## src/rtl/riscv_mem_arbiter_if.sv

```systemverilog
// Bus bundle between the fetch/load-store requesters, the arbiter and the unified memory.
// The slave modport is the arbiter's view; master is the requester/memory side.
interface riscv_mem_arbiter_if #(
  parameter int AW = 16,
  parameter int DW = 32
);
  logic            if_req;
  logic [AW-1:0]   if_addr;
  logic [DW-1:0]   if_rdata;
  logic            if_ack;
  logic            d_req;
  logic            d_we;
  logic [DW/8-1:0] d_wstrb;
  logic [AW-1:0]   d_addr;
  logic [DW-1:0]   d_wdata;
  logic [DW-1:0]   d_rdata;
  logic            d_ack;
  logic            mem_en;
  logic            mem_we;
  logic [DW/8-1:0] mem_wstrb;
  logic [AW-1:0]   mem_addr;
  logic [DW-1:0]   mem_wdata;
  logic [DW-1:0]   mem_rdata;
  logic            busy;
  logic [AW-1:0]   ADDR;

  modport slave (
    input  if_req, if_addr, d_req, d_we, d_wstrb, d_addr, d_wdata, mem_rdata,
    output if_rdata, if_ack, d_rdata, d_ack, mem_en, mem_we, mem_wstrb,
           mem_addr, mem_wdata, busy, ADDR
  );

  modport master (
    output if_req, if_addr, d_req, d_we, d_wstrb, d_addr, d_wdata, mem_rdata,
    input  if_rdata, if_ack, d_rdata, d_ack, mem_en, mem_we, mem_wstrb,
           mem_addr, mem_wdata, busy, ADDR
  );
endinterface

```

## src/rtl/riscv_mem_arbiter.sv

```systemverilog
// Round-robin arbiter sharing one single-port memory between fetch and load/store ports.
//
// state | meaning
// IDLE  | sample requests, grant and latch the winner
// ISSUE | single mem_en cycle for the latched access
// WAIT  | count down memory latency, capture read data at terminal count
// RESP  | ack pulse to the granted port, then back to IDLE
module riscv_mem_arbiter #(
  parameter int AW  = 16,
  parameter int DW  = 32,
  parameter int LAT = 1
) (
  input  logic                 CLK,
  input  logic                 RST,
  riscv_mem_arbiter_if.slave   bus
);
  localparam int SW = DW / 8;

  typedef enum logic [1:0] {IDLE = 2'd0, ISSUE = 2'd1, WAIT = 2'd2, RESP = 2'd3} state_t;

  state_t          state_q;
  logic [3:0]      cnt_q;
  logic            last_q;
  logic            gnt_q;
  logic            we_q;
  logic            busy_q;
  logic            mem_en_q;
  logic            mem_we_q;
  logic [SW-1:0]   mem_wstrb_q;
  logic [AW-1:0]   mem_addr_q;
  logic [DW-1:0]   mem_wdata_q;
  logic [DW-1:0]   if_rdata_q;
  logic [DW-1:0]   d_rdata_q;
  logic            if_ack_q;
  logic            d_ack_q;
  logic            grant_d;

  // 1 = data port; on contention the port that did not win last time gets it
  assign grant_d = bus.d_req & (~bus.if_req | ~last_q);

  always_ff @(posedge CLK or negedge RST) begin
    if (!RST) begin
      state_q     <= IDLE;
      cnt_q       <= '0;
      last_q      <= 1'b1;
      gnt_q       <= 1'b0;
      we_q        <= 1'b0;
      busy_q      <= 1'b0;
      mem_en_q    <= 1'b0;
      mem_we_q    <= 1'b0;
      mem_wstrb_q <= '0;
      mem_addr_q  <= '0;
      mem_wdata_q <= '0;
      if_rdata_q  <= '0;
      d_rdata_q   <= '0;
      if_ack_q    <= 1'b0;
      d_ack_q     <= 1'b0;
    end else begin
      mem_en_q    <= 1'b0;
      mem_we_q    <= 1'b0;
      mem_wstrb_q <= '0;
      if_ack_q    <= 1'b0;
      d_ack_q     <= 1'b0;
      case (state_q)
        IDLE: begin
          if (bus.if_req || bus.d_req) begin
            state_q  <= ISSUE;
            busy_q   <= 1'b1;
            mem_en_q <= 1'b1;
            gnt_q    <= grant_d;
            last_q   <= grant_d;
            if (grant_d) begin
              we_q        <= bus.d_we;
              mem_we_q    <= bus.d_we;
              mem_wstrb_q <= bus.d_wstrb;
              mem_addr_q  <= bus.d_addr;
              mem_wdata_q <= bus.d_wdata;
            end else begin
              we_q       <= 1'b0;
              mem_addr_q <= bus.if_addr;
            end
          end
        end
        ISSUE: begin
          cnt_q   <= 4'(LAT - 1);
          state_q <= WAIT;
        end
        WAIT: begin
          if (cnt_q == 4'd0) begin
            state_q <= RESP;
            if (gnt_q) begin
              d_ack_q <= 1'b1;
              if (!we_q) d_rdata_q <= bus.mem_rdata;
            end else begin
              if_ack_q   <= 1'b1;
              if_rdata_q <= bus.mem_rdata;
            end
          end else begin
            cnt_q <= cnt_q - 4'd1;
          end
        end
        RESP: begin
          state_q <= IDLE;
          busy_q  <= 1'b0;
        end
        default: state_q <= IDLE;
      endcase
    end
  end

  assign bus.if_rdata  = if_rdata_q;
  assign bus.if_ack    = if_ack_q;
  assign bus.d_rdata   = d_rdata_q;
  assign bus.d_ack     = d_ack_q;
  assign bus.mem_en    = mem_en_q;
  assign bus.mem_we    = mem_we_q;
  assign bus.mem_wstrb = mem_wstrb_q;
  assign bus.mem_addr  = mem_addr_q;
  assign bus.mem_wdata = mem_wdata_q;
  assign bus.busy      = busy_q;
  assign bus.ADDR      = mem_addr_q;
endmodule
```

## src/flat_wrapper.sv

```systemverilog
// flat-port wrapper written by rule: the top's interface ports become plain ports
module riscv_mem_arbiter_flat 
#(
  parameter int AW  = 16,
  parameter int DW  = 32,
  parameter int LAT = 1
)
  (CLK, RST, bus_if_req, bus_if_addr, bus_d_req, bus_d_we, bus_d_wstrb, bus_d_addr, bus_d_wdata, bus_mem_rdata, bus_if_rdata, bus_if_ack, bus_d_rdata, bus_d_ack, bus_mem_en, bus_mem_we, bus_mem_wstrb, bus_mem_addr, bus_mem_wdata, bus_busy, bus_ADDR);
  riscv_mem_arbiter_if #(.AW(AW), .DW(DW)) bus_i ();
  input  logic CLK;
  input  logic RST;
  input wire logic [$bits(bus_i.if_req)-1:0] bus_if_req;
  input wire logic [$bits(bus_i.if_addr)-1:0] bus_if_addr;
  input wire logic [$bits(bus_i.d_req)-1:0] bus_d_req;
  input wire logic [$bits(bus_i.d_we)-1:0] bus_d_we;
  input wire logic [$bits(bus_i.d_wstrb)-1:0] bus_d_wstrb;
  input wire logic [$bits(bus_i.d_addr)-1:0] bus_d_addr;
  input wire logic [$bits(bus_i.d_wdata)-1:0] bus_d_wdata;
  input wire logic [$bits(bus_i.mem_rdata)-1:0] bus_mem_rdata;
  output wire logic [$bits(bus_i.if_rdata)-1:0] bus_if_rdata;
  output wire logic [$bits(bus_i.if_ack)-1:0] bus_if_ack;
  output wire logic [$bits(bus_i.d_rdata)-1:0] bus_d_rdata;
  output wire logic [$bits(bus_i.d_ack)-1:0] bus_d_ack;
  output wire logic [$bits(bus_i.mem_en)-1:0] bus_mem_en;
  output wire logic [$bits(bus_i.mem_we)-1:0] bus_mem_we;
  output wire logic [$bits(bus_i.mem_wstrb)-1:0] bus_mem_wstrb;
  output wire logic [$bits(bus_i.mem_addr)-1:0] bus_mem_addr;
  output wire logic [$bits(bus_i.mem_wdata)-1:0] bus_mem_wdata;
  output wire logic [$bits(bus_i.busy)-1:0] bus_busy;
  output wire logic [$bits(bus_i.ADDR)-1:0] bus_ADDR;
  assign bus_i.if_req = bus_if_req;
  assign bus_i.if_addr = bus_if_addr;
  assign bus_i.d_req = bus_d_req;
  assign bus_i.d_we = bus_d_we;
  assign bus_i.d_wstrb = bus_d_wstrb;
  assign bus_i.d_addr = bus_d_addr;
  assign bus_i.d_wdata = bus_d_wdata;
  assign bus_i.mem_rdata = bus_mem_rdata;
  assign bus_if_rdata = bus_i.if_rdata;
  assign bus_if_ack = bus_i.if_ack;
  assign bus_d_rdata = bus_i.d_rdata;
  assign bus_d_ack = bus_i.d_ack;
  assign bus_mem_en = bus_i.mem_en;
  assign bus_mem_we = bus_i.mem_we;
  assign bus_mem_wstrb = bus_i.mem_wstrb;
  assign bus_mem_addr = bus_i.mem_addr;
  assign bus_mem_wdata = bus_i.mem_wdata;
  assign bus_busy = bus_i.busy;
  assign bus_ADDR = bus_i.ADDR;
  riscv_mem_arbiter #(.AW(AW), .DW(DW), .LAT(LAT)) u_core (.CLK(CLK), .RST(RST), .bus(bus_i));
endmodule
```

## config.mk

```make
export PLATFORM = sky130hd
export DESIGN_NAME = riscv_mem_arbiter_flat
export DESIGN_NICKNAME = d
export VERILOG_FILES = /design/src/rtl/riscv_mem_arbiter_if.sv /design/src/rtl/riscv_mem_arbiter.sv /design/src/flat_wrapper.sv
export SDC_FILE = /design/constraint.sdc
export NUM_CORES = 1
export LEC_CHECK = 0
export CAP_MARGIN = 10
export CORE_ASPECT_RATIO = 1.4
export CORE_UTILIZATION = 41
export DETAILED_ROUTE_END_ITERATION = 12
export PLACE_DENSITY_LB_ADDON = 0.12
export SYNTH_ARGS = -nofsm -noshare
export SYNTH_HDL_FRONTEND = slang
export SYNTH_SLANG_ARGS = --single-unit
```

## constraint.sdc

```tcl
create_clock -name CLK -period 2.3 [get_ports CLK]
set_input_delay 0.345 -clock CLK [delete_from_list [all_inputs] [get_ports CLK]]
set_output_delay 0.345 -clock CLK [all_outputs]
set_load 0.02 [all_outputs]
```

==> impl_summary.log <==
INFO  metric run_status = complete, no violations
INFO  metric grt_setup_unrepaired = false
INFO  metric timing.clock.skew = 0.00657 ns
INFO  metric synthArstFlopShare = 100%
INFO  metric drt_iter0_markers = about 130
INFO  metric global_route.usage.total = about a fifth
INFO  metric cp.arrival = approximately 2.4 ns
INFO  metric antenna_violations_before_repair = 0
INFO  metric max_freq = 479 MHz
INFO  metric worst_hold_check_path_type = input port to asynchronous set/reset pin
INFO  metric reg2regPathDepth = 6
INFO  metric initial_utilization = 42.2%
INFO  metric via_count_of_the_first_global_routing_pass = 3919
INFO  metric floorplan.rows = 48
INFO  metric final_max_slew_viol_count = 0
INFO  metric core_area = between 10000 and 15000 µm²
INFO  metric syn-cell-area = about 5200 µm²
INFO  metric cts-root-to-sink-buffers = 2
INFO  metric design_power_total = between 10 and 15 mW
INFO  metric most_used_flip_flop_cell_after_synthesis = sky130_fd_sc_hd__dfrtp_1
INFO  metric worst_skew_pair.late_latency = a little over 0.4 ns
INFO  metric pin_count = about 240
INFO  metric io_buffers = about 240
INFO  metric postCtsResizedCells = 0
INFO  metric cts_htree_levels = 4
INFO  metric critPathSlowestCell = sky130_fd_sc_hd__or3b_4
INFO  metric timing.critical_path.cells = inv_1 -> ha_1 -> or3b_4 -> nor3_4 -> buf_12 -> mux2_2
INFO  metric die_height = approximately 140 µm
INFO  metric finalCriticalPeriod = about 2.1 ns
INFO  metric required = between 2 and 3 ns
INFO  metric largest_net_degree_at_the_start_of_global_routing = 131
INFO  metric vias_cell = ~4.8
INFO  metric die-area = roughly 13000 µm²
INFO  metric place_hpwl = 8850 µm
INFO  metric ys_types = 33
INFO  metric final_net_count = just over 700
INFO  metric ir_worst_vdd = 0.836 mV
INFO  metric cellPowerDensity = approximately 1500 nW/µm²
INFO  metric holdBufCountCts = 0
INFO  metric synth_edf_count = 0
INFO  metric cts.root.buffer_cell = sky130_fd_sc_hd__clkbuf_16
INFO  metric drv.max_cap_violation_count = 0
INFO  metric maximum_fanout_count_along_the_critical_path = 32
INFO  metric critPathMaxStageDelay = 0.44 ns
INFO  metric synth_seq_cells = 130
INFO  metric floorplan.die.width = ~97 µm
INFO  metric netlist_instances = 361
INFO  metric finalSetupTns = 0 ns
INFO  metric post_cts_buffers = 0
INFO  metric route.detailed.wl_per_inst = 16.2 µm
INFO  metric yosysTopAreaCell = sky130_fd_sc_hd__dfrtp_1
INFO  metric yosys_warnings = 0
INFO  metric yosysSeqAreaShare = 62.4%
INFO  metric critPathLaunchType = flip-flop
INFO  metric power.leakage = 3.53 nW
INFO  metric critical_path.endpoint_type = flip-flop
INFO  metric rr_endpoint = u_core.bus.d_rdata[14]
INFO  metric slew_headroom = between 50 and 60%
INFO  metric yosysMostFrequentCell = sky130_fd_sc_hd__dfrtp_1
INFO  metric share_of_the_synthesized_area_in_the_top_cell_type = approximately three fifths
INFO  metric post-route-period-util = 90.7%
INFO  metric drc = 0
INFO  metric grt_pass1_wl = ~19000 µm
INFO  metric overflow = 0
INFO  metric ys_top_cells_by_count = sky130_fd_sc_hd__dfrtp_1 (129), sky130_fd_sc_hd__mux2_2 (95), sky130_fd_sc_hd__nand2_1 (23), sky130_fd_sc_hd__o21ai_0 (20)
INFO  metric synthToLayoutAreaGrowth = 58.6%
INFO  metric routed_wirelength = 12300 µm
INFO  metric timing_worst_setup_path_type = flip-flop to flip-flop
INFO  metric worst-slew-pin-transition = 0.685 ns
INFO  metric num_antenna_cells = 0
INFO  metric detail-route-antenna-nets = 0
INFO  metric reg2reg_setup_slack = between 0.2 and 0.25 ns
INFO  metric cts.sinks = 130
INFO  metric synth_area_leaders = sky130_fd_sc_hd__dfrtp_1 (62%), sky130_fd_sc_hd__mux2_2 (21%), sky130_fd_sc_hd__mux2i_1 (3.1%)
INFO  metric report.final.hold_viol_count = 0
INFO  metric dr_total_vias = ~3700
INFO  metric finalSetupViolations = 0
INFO  metric synthesis.nets = approximately 470
INFO  metric gp_congestion = roughly 0.75
INFO  metric synth.avg_cell_area = 14.4 µm²
INFO  metric clk_pin_slew_worst_paths = ~0.060 ns
INFO  metric first_pass_iters = 4
INFO  metric r2r-start = u_core.cnt_q[1]
INFO  metric tritoncts = built
INFO  metric drive_gt1_share = 23.1%
INFO  metric cts_inserted_buffers = 17
critical path, delay by kind of cell, from the launching register on:
family        cells  cell delay (ns)
fa+ha+maj         1             0.22
mux               1             0.37
buf+inv           2             0.32
flops             1             0.39
simple gates      2             0.65
per-layer routing:
layer  wire length (µm)  GRT usage, %
met1               4870          21.0
met5                  0             0
met3                929          6.97
met2               6200          31.8
met4                289          8.91
kinds of logic after synthesis:
logic type | count (synthesis) | share of synthesized area [%]
AOI/OAI and AO/OA | 29 | 3.19
adders and majority gates | 5 | 1.20
buffers and inverters | 38 | 4.49
DFF | 130 | 62.4
muxes | 113 | 24.0
and+or+nand+nor | 46 | 4.73
report_power, final:
part | leakage, nW | internal (mW) | total [mW] | switching (mW)
sequential | 1.57 | 3.41 | 4.02 | 0.617
clock | 0.264 | 1.50 | 2.52 | 1.02
combinational | 1.70 | 3.29 | 6.18 | 2.89
total | 3.53 | 8.19 | 12.7 | 4.53
how the worst max path moves through the flow:
stage | start | end | slack [ns]
finish | u_core.cnt_q[1] | u_core.bus.d_rdata[14] | 0.21
global route | u_core.cnt_q[1] | u_core.bus.d_rdata[13] | 0.14
CTS | u_core.cnt_q[1] | u_core.bus.d_rdata[3] | 0.21
detailed placement | u_core.cnt_q[1] | u_core.bus.d_rdata[18] | 0.22
global placement | u_core.cnt_q[0] | u_core.bus.d_rdata[30] | 0.31
floorplan | u_core.cnt_q[0] | u_core.bus.d_rdata[10] | 0.36
registers in the layout, summed over array words and instances (netlist names):
register,flops
u_core.bus.ADDR,16
u_core.bus.busy,1
u_core.bus.d_ack,1
u_core.bus.d_rdata,32
u_core.bus.if_ack,1
u_core.bus.if_rdata,32
u_core.bus.mem_en,1
u_core.bus.mem_wdata,32
u_core.bus.mem_we,1
u_core.bus.mem_wstrb,4
u_core.cnt_q,4
u_core.gnt_q,1
u_core.last_q,1
u_core.state_q,2
u_core.we_q,1
layout by cell type, fill, tap and decap left out, types with 2 or more instances in the layout:
master,count
sky130_fd_sc_hd__a21oi_1,3
sky130_fd_sc_hd__nand2_1,23
sky130_fd_sc_hd__ha_1,5
sky130_fd_sc_hd__clkinv_2,2
sky130_fd_sc_hd__clkinv_4,3
sky130_fd_sc_hd__clkbuf_16,17
sky130_fd_sc_hd__inv_1,6
sky130_fd_sc_hd__buf_4,7
sky130_fd_sc_hd__dfrtp_1,129
sky130_fd_sc_hd__clkdlybuf4s50_1,240
sky130_fd_sc_hd__mux2_2,95
sky130_fd_sc_hd__mux2i_1,16
sky130_fd_sc_hd__buf_12,3
sky130_fd_sc_hd__nand3_1,2
sky130_fd_sc_hd__o21ai_0,20
sky130_fd_sc_hd__nand3b_1,2
sky130_fd_sc_hd__inv_6,4
sky130_fd_sc_hd__mux2_1,2
sky130_fd_sc_hd__nor2_1,3
sky130_fd_sc_hd__nor3b_1,3
sky130_fd_sc_hd__clkinvlp_4,4
sky130_fd_sc_hd__and2_1,5
metrics by stage:
stage / cell area (µm²) / hold slack, ns / util [%] / instances / setup slack (ns)
floorplan: 5220 / 0.0494 / - / 361 / 0.358
global placement: 7710 / 0.456 / 62.3 / 729 / 0.310
detailed placement: 7710 / 0.468 / 62.3 / 729 / 0.220
CTS: 8270 / 0.0689 / 66.9 / 761 / 0.211
global route: 8270 / 0.101 / 66.9 / 761 / 0.135
finish: 8270 / 0.0401 / 66.9 / 761 / 0.214
cell type report:
class | instances | area, µm²
fill | 943 | 4100
inverter | 6 | 22.5
timing repair buffer | 250 | 2510
multi-input combinational | 193 | 1730
clock buffer | 18 | 429
tap | 150 | 188
clock inverter | 14 | 131
sequential | 130 | 3250
(Power assumes the default switching activity.)
